--- src/rtl/shift_seq_ctrl_pkg.sv ---
// Shared encodings for the shift sequencer and the 8-bit shift register.
package shift_seq_ctrl_pkg;

   localparam int SR_WIDTH = 8;
   localparam int SR_CNT_W = 4;

   typedef enum logic [1:0] {
      ST_IDLE  = 2'd0,
      ST_LOAD  = 2'd1,
      ST_SHIFT = 2'd2,
      ST_DONE  = 2'd3
   } state_t;

   localparam logic [1:0] MODE_HOLD  = 2'b00;
   localparam logic [1:0] MODE_RIGHT = 2'b01;
   localparam logic [1:0] MODE_LEFT  = 2'b10;
   localparam logic [1:0] MODE_LOAD  = 2'b11;

   localparam logic [1:0] FILL_ZERO  = 2'b00;
   localparam logic [1:0] FILL_ONE   = 2'b01;
   localparam logic [1:0] FILL_ROT   = 2'b10;
   localparam logic [1:0] FILL_ARITH = 2'b11;

   // Operation configuration captured when a request is accepted.
   typedef struct packed {
      logic [SR_WIDTH-1:0] load_val;
      logic                dir;
      logic [1:0]          fill;
   } cfg_t;

   // Rotation wraps every 8 positions; any other fill saturates once the
   // register has been fully flushed.
   function automatic logic [SR_CNT_W-1:0] eff_count(input logic [SR_CNT_W-1:0] amount,
                                                     input logic [1:0]          fill);
      logic [SR_CNT_W-1:0] n;
      if (fill == FILL_ROT)
         n = {1'b0, amount[2:0]};
      else if (amount > SR_CNT_W'(SR_WIDTH))
         n = SR_CNT_W'(SR_WIDTH);
      else
         n = amount;
      return n;
   endfunction

endpackage

--- src/rtl/shift_seq_ctrl_fill_sel.sv ---
// Fill-bit selection for the shift register's serial inputs.
module shift_fill_sel
   import shift_seq_ctrl_pkg::*;
(
   input  logic       active,
   input  logic       dir,
   input  logic [1:0] fill,
   input  logic       q_msb,
   input  logic       q_lsb,
   output logic       shift_in_left,
   output logic       shift_in_right
);

   // Only the pin feeding the active direction is driven; the other stays 0.
   always_comb begin
      shift_in_left  = 1'b0;
      shift_in_right = 1'b0;
      if (active) begin
         if (dir) begin
            unique case (fill)
               FILL_ONE: shift_in_right = 1'b1;
               FILL_ROT: shift_in_right = q_msb;
               default:  shift_in_right = 1'b0;
            endcase
         end else begin
            unique case (fill)
               FILL_ONE:   shift_in_left = 1'b1;
               FILL_ROT:   shift_in_left = q_lsb;
               FILL_ARITH: shift_in_left = q_msb;
               default:    shift_in_left = 1'b0;
            endcase
         end
      end
   end

endmodule

--- src/rtl/shift_seq_ctrl.sv ---
// Sequences load / N shifts / hold on shift_reg_lr for one whole operation.
module shift_seq_ctrl
   import shift_seq_ctrl_pkg::*;
#(
   parameter int WIDTH = SR_WIDTH,
   parameter int CNT_W = SR_CNT_W
) (
   input  logic             clk,
   input  logic             rst,
   input  logic             start,
   input  logic [WIDTH-1:0] load_val,
   input  logic             dir,
   input  logic [CNT_W-1:0] amount,
   input  logic [1:0]       fill,
   input  logic [WIDTH-1:0] reg_q,
   output logic [1:0]       mode,
   output logic [WIDTH-1:0] data_in,
   output logic             shift_in_left,
   output logic             shift_in_right,
   output logic             busy,
   output logic             done,
   output logic [WIDTH-1:0] result
);

   state_t           state, state_nx;
   cfg_t             cfg;
   logic [CNT_W-1:0] cnt;

   // State register.
   always_ff @(posedge clk or negedge rst) begin
      if (!rst) state <= ST_IDLE;
      else      state <= state_nx;
   end

   // Config capture, remaining-shift counter, result and done pulse.
   always_ff @(posedge clk or negedge rst) begin
      if (!rst) begin
         cfg    <= '0;
         cnt    <= '0;
         done   <= 1'b0;
         result <= '0;
      end else begin
         done <= (state == ST_DONE);
         unique case (state)
            ST_IDLE: begin
               if (start) begin
                  cfg.load_val <= load_val;
                  cfg.dir      <= dir;
                  cfg.fill     <= fill;
                  cnt          <= eff_count(amount, fill);
               end
            end
            ST_SHIFT: cnt <= cnt - 1'b1;
            ST_DONE:  result <= reg_q;
            default: ;
         endcase
      end
   end

   // Next state and register control decode.
   always_comb begin
      state_nx = state;
      mode     = MODE_HOLD;
      data_in  = '0;
      unique case (state)
         ST_IDLE: if (start) state_nx = ST_LOAD;
         ST_LOAD: begin
            mode     = MODE_LOAD;
            data_in  = cfg.load_val;
            state_nx = (cnt == '0) ? ST_DONE : ST_SHIFT;
         end
         ST_SHIFT: begin
            mode = cfg.dir ? MODE_LEFT : MODE_RIGHT;
            // cnt holds the shifts still to do including this one.
            if (cnt <= CNT_W'(1)) state_nx = ST_DONE;
         end
         ST_DONE: state_nx = ST_IDLE;
         default: state_nx = ST_IDLE;
      endcase
   end

   assign busy = (state != ST_IDLE);

   shift_fill_sel u_fill (
      .active         (state == ST_SHIFT),
      .dir            (cfg.dir),
      .fill           (cfg.fill),
      .q_msb          (reg_q[WIDTH-1]),
      .q_lsb          (reg_q[0]),
      .shift_in_left  (shift_in_left),
      .shift_in_right (shift_in_right)
   );

endmodule

--- config.mk ---
export PLATFORM = sky130hd
export DESIGN_NAME = shift_seq_ctrl
export DESIGN_NICKNAME = d
export VERILOG_FILES = /design/src/rtl/shift_seq_ctrl_pkg.sv /design/src/rtl/shift_seq_ctrl_fill_sel.sv /design/src/rtl/shift_seq_ctrl.sv
export SDC_FILE = /design/constraint.sdc
export NUM_CORES = 1
export LEC_CHECK = 0
export ABC_AREA = 1
export CAP_MARGIN = 5
export CORE_MARGIN = 3
export CORE_UTILIZATION = 40
export DETAILED_ROUTE_END_ITERATION = 8
export GPL_ROUTABILITY_DRIVEN = 0
export PLACE_DENSITY = 0.72
export SLEW_MARGIN = 25
export SYNTH_ARGS = -nofsm -noshare
export SYNTH_HDL_FRONTEND = slang
export SYNTH_SLANG_ARGS = --single-unit
--- constraint.sdc ---
create_clock -name clk -period 2.4 [get_ports clk]
set_clock_uncertainty 0.2 [all_clocks]
set_input_delay 0.48 -clock clk [delete_from_list [all_inputs] [get_ports clk]]
set_output_delay 0.48 -clock clk [all_outputs]
set_load 0.1 [all_outputs]
==> results of run 1 <==
[metal layers]
metal	global-route usage, %	part of all wire [%]	vias to the layer above
met2	29.20	55	24
met3	1.880	4.0	4
li1	-	-	585
met5	0	0	-
met4	3.886	0.98	0
met1	17.73	40	548
[area by class of cell]
class / count / area [µm²] / share of cell area, %
Multi-Input combinational cell: 99 / 715.7 / 33.14
Sequential cell: 26 / 653.1 / 30.24
Timing Repair Buffer: 51 / 608.1 / 28.16
Inverter: 27 / 102.6 / 4.751
Tap cell: 46 / 57.56 / 2.665
Clock buffer: 3 / 22.52 / 1.043
[kinds of logic after synthesis]
family	count (synthesis)	share of synthesized area, %
adder cells (fa/ha/maj)	9	7.930
buffers and inverters	30	8.722
multiplexers	17	15.07
flip-flops	26	45.81
AO/OA/AOI/OAI	11	3.876
AND/OR/NAND/NOR	62	18.59
[worst min path at each step]
stage | depth (start not counted) | slack, ns | endpoint | start
2_1_floorplan | 0 | -0.02 | cfg[0] | rst
3_3_place_gp | 1 | 0.29 | cfg[7] | cfg[7]
3_5_place_dp | 1 | 0.30 | result[4] | result[4]
4_1_cts | 2 | 0.33 | cfg[9] | rst
5_1_grt | 2 | 0.33 | cfg[9] | rst
6_report | 2 | 0.32 | cfg[9] | rst
[placed cells by master (no fill, tap or decap)]
master           count
nand2_1             36
clkdlybuf4s50_1     25
inv_1               24
dfrtp_1             24
buf_12              13
buf_4               13
nor2_1              12
mux2_2              11
nand3_1              8
a21oi_1              7
ha_1                 7
mux2_4               6
clkbuf_4             3
a21oi_4              2
inv_2                2
nand2_4              2
ha_4                 2
dfrtp_2              2
nor2_4               1
nor3_4               1
o21ai_2              1
nand2_2              1
o21ai_0              1
or2_2                1
clkinv_2             1
[through the flow]
stage | hold slack (ns) | util, %
floorplan | -0.01559 | -
global placement | 0.2908 | 61.90
detailed placement | 0.2971 | 61.90
CTS | 0.3265 | 63.01
global route | 0.3314 | 63.71
finish | 0.3191 | 63.71
[registers in the layout, summed over array words and instances, names as in the netlist]
name,cells
cfg,11
cnt,4
done,1
result,8
state,2
[timing repair]
action | 4_1_cts | 5_1_grt
buffers inserted | 0 | 1
setup endpoints to repair | 6 | 9
resized for setup | 5 | 4
==> impl_metrics.ini, run 1 <==
[logic_synthesis]
synth_edf_count = 0
synth_common_cells = nand2_1 (36), dfrtp_1 (26), inv_1 (25), nor2_1 (13), mux2_2 (11)
synth_area_leaders = dfrtp_1 (46%), nand2_1 (9.5%), mux2_2 (8.7%)
synth_nets = 190
yosysWarnings = 0
syn_avg_cell_area_um2 = 9.162
synth-seq-cells = 26
netlist_area_um2 = 1420
yosysTopAreaCell = dfrtp_1
synth.most_common_cell = nand2_1
syn-instance-count = 155
yosysTopAreaCellShare_pct = 45.81
synth_cell_types = 18
synthFlopType = dfrtp_1
yosysSeqAreaShare_pct = 45.81
synthArstFlopShare_pct = 100.0

[worst_setup_path]
reg2reg_depth = 4
setup.worst_path.start = state[0]
r2r_end = cfg[7]
path_depth = 7
crit_top_cell = inv_2
cp-endpoint = shift_in_left
crit_chain = inv_2, ha_4, inv_2, nor2_1, o21ai_2, a21oi_4, buf_12
crit_arrival_ns = 1.64
worst_path_largest_cell_delay_ns = 0.43
worst_path_dominant_cell_family = flip-flops
end_kind = output port
worstReg2RegStart = state[1]
cp_data_required_time_ns = 1.72
crit_fanout = 7
path_class = flip-flop to output port
cp_slowest_cell = dfrtp_2
ff2ff_setup_slack_ns = 0.66
worstSetupStartpointType = flip-flop
path_buf_inv = 3

[sta]
setup_viol = 0
finalCriticalPeriod_ns = 2.319
tns_ns = 0
worst_pin_slew_ns = 0.4136
hold_violations = 0
clock.fmax_mhz = 431.1
layout_setup_ws_ns = 0.08060
slew_headroom_pct = 72.43
maxSlewViolCount = 0
rsz0062_at_grt = false
period_share_pct = 96.64

[clocking]
cts_tree = yes
path_clk_slew_ns = 0.13
cts_buffers = 3
cts_max_level = 1
clock_sinks = 26
hold_buffers = 0
cts_root_buffer = clkbuf_4
ctsLongestPathBuffers = 2
clock_latency_ns = 0.32

[finish]
drive_above_1_share_pct = 30.10
fin_area_um2 = 2160
stdcell_count = 252
diodes = 0
fill_cells = 263
syn_to_final_growth_pct = 52.07
fin_nets = 243

[route]
post_drt_wl_per_cell_um = 12.55
drt_iter0_drc = 35
drc = 0
drtAntennaViolNets = 0
routed_wl_um = 3162
avgViaCountPerCell = 4.607
firstDrtPassIters = 4
vias = 1161

[placement]
dp_hpwl_um = 2545
port_buffers = 47
pre_cts_slack_ns = 0.1766
placement.cell_area_um2 = 2098
place_inst = 248

[grt]
grt_max_degree = 27
globalRouteOverflowTotal = 0
grt_pass1_wl_um = 5071
antenna_found_initial = 0
grt_usage_pct = 15.26
grt_pass1_vias = 1192

[die]
core_area_um2 = 3390
die_y_um = 65.59
chipWidth_um = 65.59
rows = 21
top_level_ports = 48
die_area_um2 = 4301
initial_utilization_pct = 41.90

[flow_run]
max_cap_violations = 0

[min_path]
hp-class = input pin to async pin

[run_status]
status = complete, no violations
Power of run 1 is not shown: default switching activity piles up to over one toggle a cycle in this logic, so the estimate is an artifact.
==> inputs of run 2 (changes only) <==
--- a/config.mk
+++ b/config.mk
@@ -16,3 +16,4 @@
 export SYNTH_ARGS = -nofsm -noshare
 export SYNTH_HDL_FRONTEND = slang
 export SYNTH_SLANG_ARGS = --single-unit
+export TNS_END_PERCENT = 1
==> impl_metrics.ini, run 2 (synthesis results as in run 1) <==
[run_status]
status = complete, no violations

[clocking]
hold_buffers = 0
cts_tree = yes
clock_latency_ns = 0.33
cts_root_buffer = clkbuf_4
cts_max_level = 1
ctsLongestPathBuffers = 2
path_clk_slew_ns = 0.14
clock_sinks = 26
cts_buffers = 3

[grt]
grt_usage_pct = 17.54
use_met2_pct = 32.24
grt_pass1_vias = 1241
globalRouteOverflowTotal = 0
top_usage_layer = met2
grt_pass1_wl_um = 5699
use_met3_pct = 2.906
grt_max_degree = 27
grt_use_met1_pct = 19.48
antenna_found_initial = 0

[route]
avgViaCountPerCell = 4.926
routed_wl_um = 3603
vias = 1261
drtAntennaViolNets = 0
drt_iter0_drc = 54
firstDrtPassIters = 4
post_drt_wl_per_cell_um = 14.07
drc = 0

[worst_setup_path]
crit_arrival_ns = 1.67
worst_path_largest_cell_delay_ns = 0.42
cp_data_required_time_ns = 1.72
reg2reg_depth = 4
crit_fanout = 3
r2r_end = cfg[8]
end_kind = output port
worstReg2RegStart = state[1]
path_class = flip-flop to output port
cp_slowest_cell = dfrtp_1
worstSetupStartpointType = flip-flop
crit_chain = inv_2, ha_4, buf_4, nand2_2, nor3_4, buf_12
ff2ff_setup_slack_ns = 0.64
setup.worst_path.start = state[0]

[finish]
top_register = cfg
fin_nets = 246
fin_area_um2 = 2187
fill_cells = 267
reg_top3 = cfg x11, result x8, cnt x4
drive_above_1_share_pct = 31.90
largest_reg_flops = 11
utilization_pct = 64.53
layout_commonest_cell = nand2_1
syn_to_final_growth_pct = 54.01
layout_common_cells = nand2_1 (35), dfrtp_1 (25), clkdlybuf4s50_1 (25)
diodes = 0

[sta]
maxSlewViolCount = 0
rsz0062_at_grt = true
period_share_pct = 98.08
tns_ns = 0
clock.fmax_mhz = 424.8
slew_headroom_pct = 73.47
finalCriticalPeriod_ns = 2.354
hold_violations = 0
worst_pin_slew_ns = 0.3980
setup_viol = 0

[placement]
placement.cell_area_um2 = 2063
port_buffers = 47
dp_hpwl_um = 2674

[die]
chipWidth_um = 65.59
initial_utilization_pct = 41.90
rows = 21
die_y_um = 65.59
die_area_um2 = 4301
top_level_ports = 48
core_area_um2 = 3390

[min_path]
hp-class = input pin to async pin

[flow_run]
max_cap_violations = 0
[run 2: per-stage QoR]
| stage | setup WS (ns) | cells | hold slack [ns] |
|---|---|---|---|
| 3_5_place_dp | 0.07126 | 246 | 0.2949 |
| 5_1_grt | -0.006021 | 256 | 0.3104 |
| 3_3_place_gp | 0.1764 | 246 | 0.2881 |
| 2_1_floorplan | -0.1947 | 155 | -0.01559 |
| 4_1_cts | 0.005207 | 255 | 0.3059 |
| 6_report | 0.04608 | 256 | 0.2940 |
[run 2: repair_timing]
action,4_1_cts,5_1_grt
pin swaps,0,1
gates resized for setup,6,6
endpoints found under the hold margin,0,0
setup buffers,5,1
endpoints found under the setup margin,5,4
[run 2: layout make-up]
cell class | count | area [µm²] | share of cell area, %
flip-flops and latches | 26 | 651.9 | 29.81
well taps | 46 | 57.56 | 2.632
multi-input cells | 99 | 705.7 | 32.27
repair buffers | 54 | 630.6 | 28.83
clock buffers | 4 | 36.28 | 1.659
inverters | 27 | 105.1 | 4.805
[run 2: critical path: cells and delay by family, from the launching register on]
family / cells / cell delay, ns
and+or+nand+nor: 2 / 0.33
adders and majority gates: 1 / 0.17
buffers and inverters: 3 / 0.43
DFF: 1 / 0.42
[run 2: layer usage]
metal  vias to the layer above  wire length, µm
met3                        10              153
met1                       622             1373
met4                         0              110
li1                        589                -
met5                         -                0
met2                        40             1966
[run 2: worst max path at each step]
stage / end / slack (ns)
floorplan: shift_in_left / -0.19
global placement: shift_in_left / 0.18
detailed placement: shift_in_left / 0.07
CTS: shift_in_left / 0.005
global route: shift_in_right / -0.006
finish: shift_in_right / 0.05
Power of run 2 is left out for the same reason.
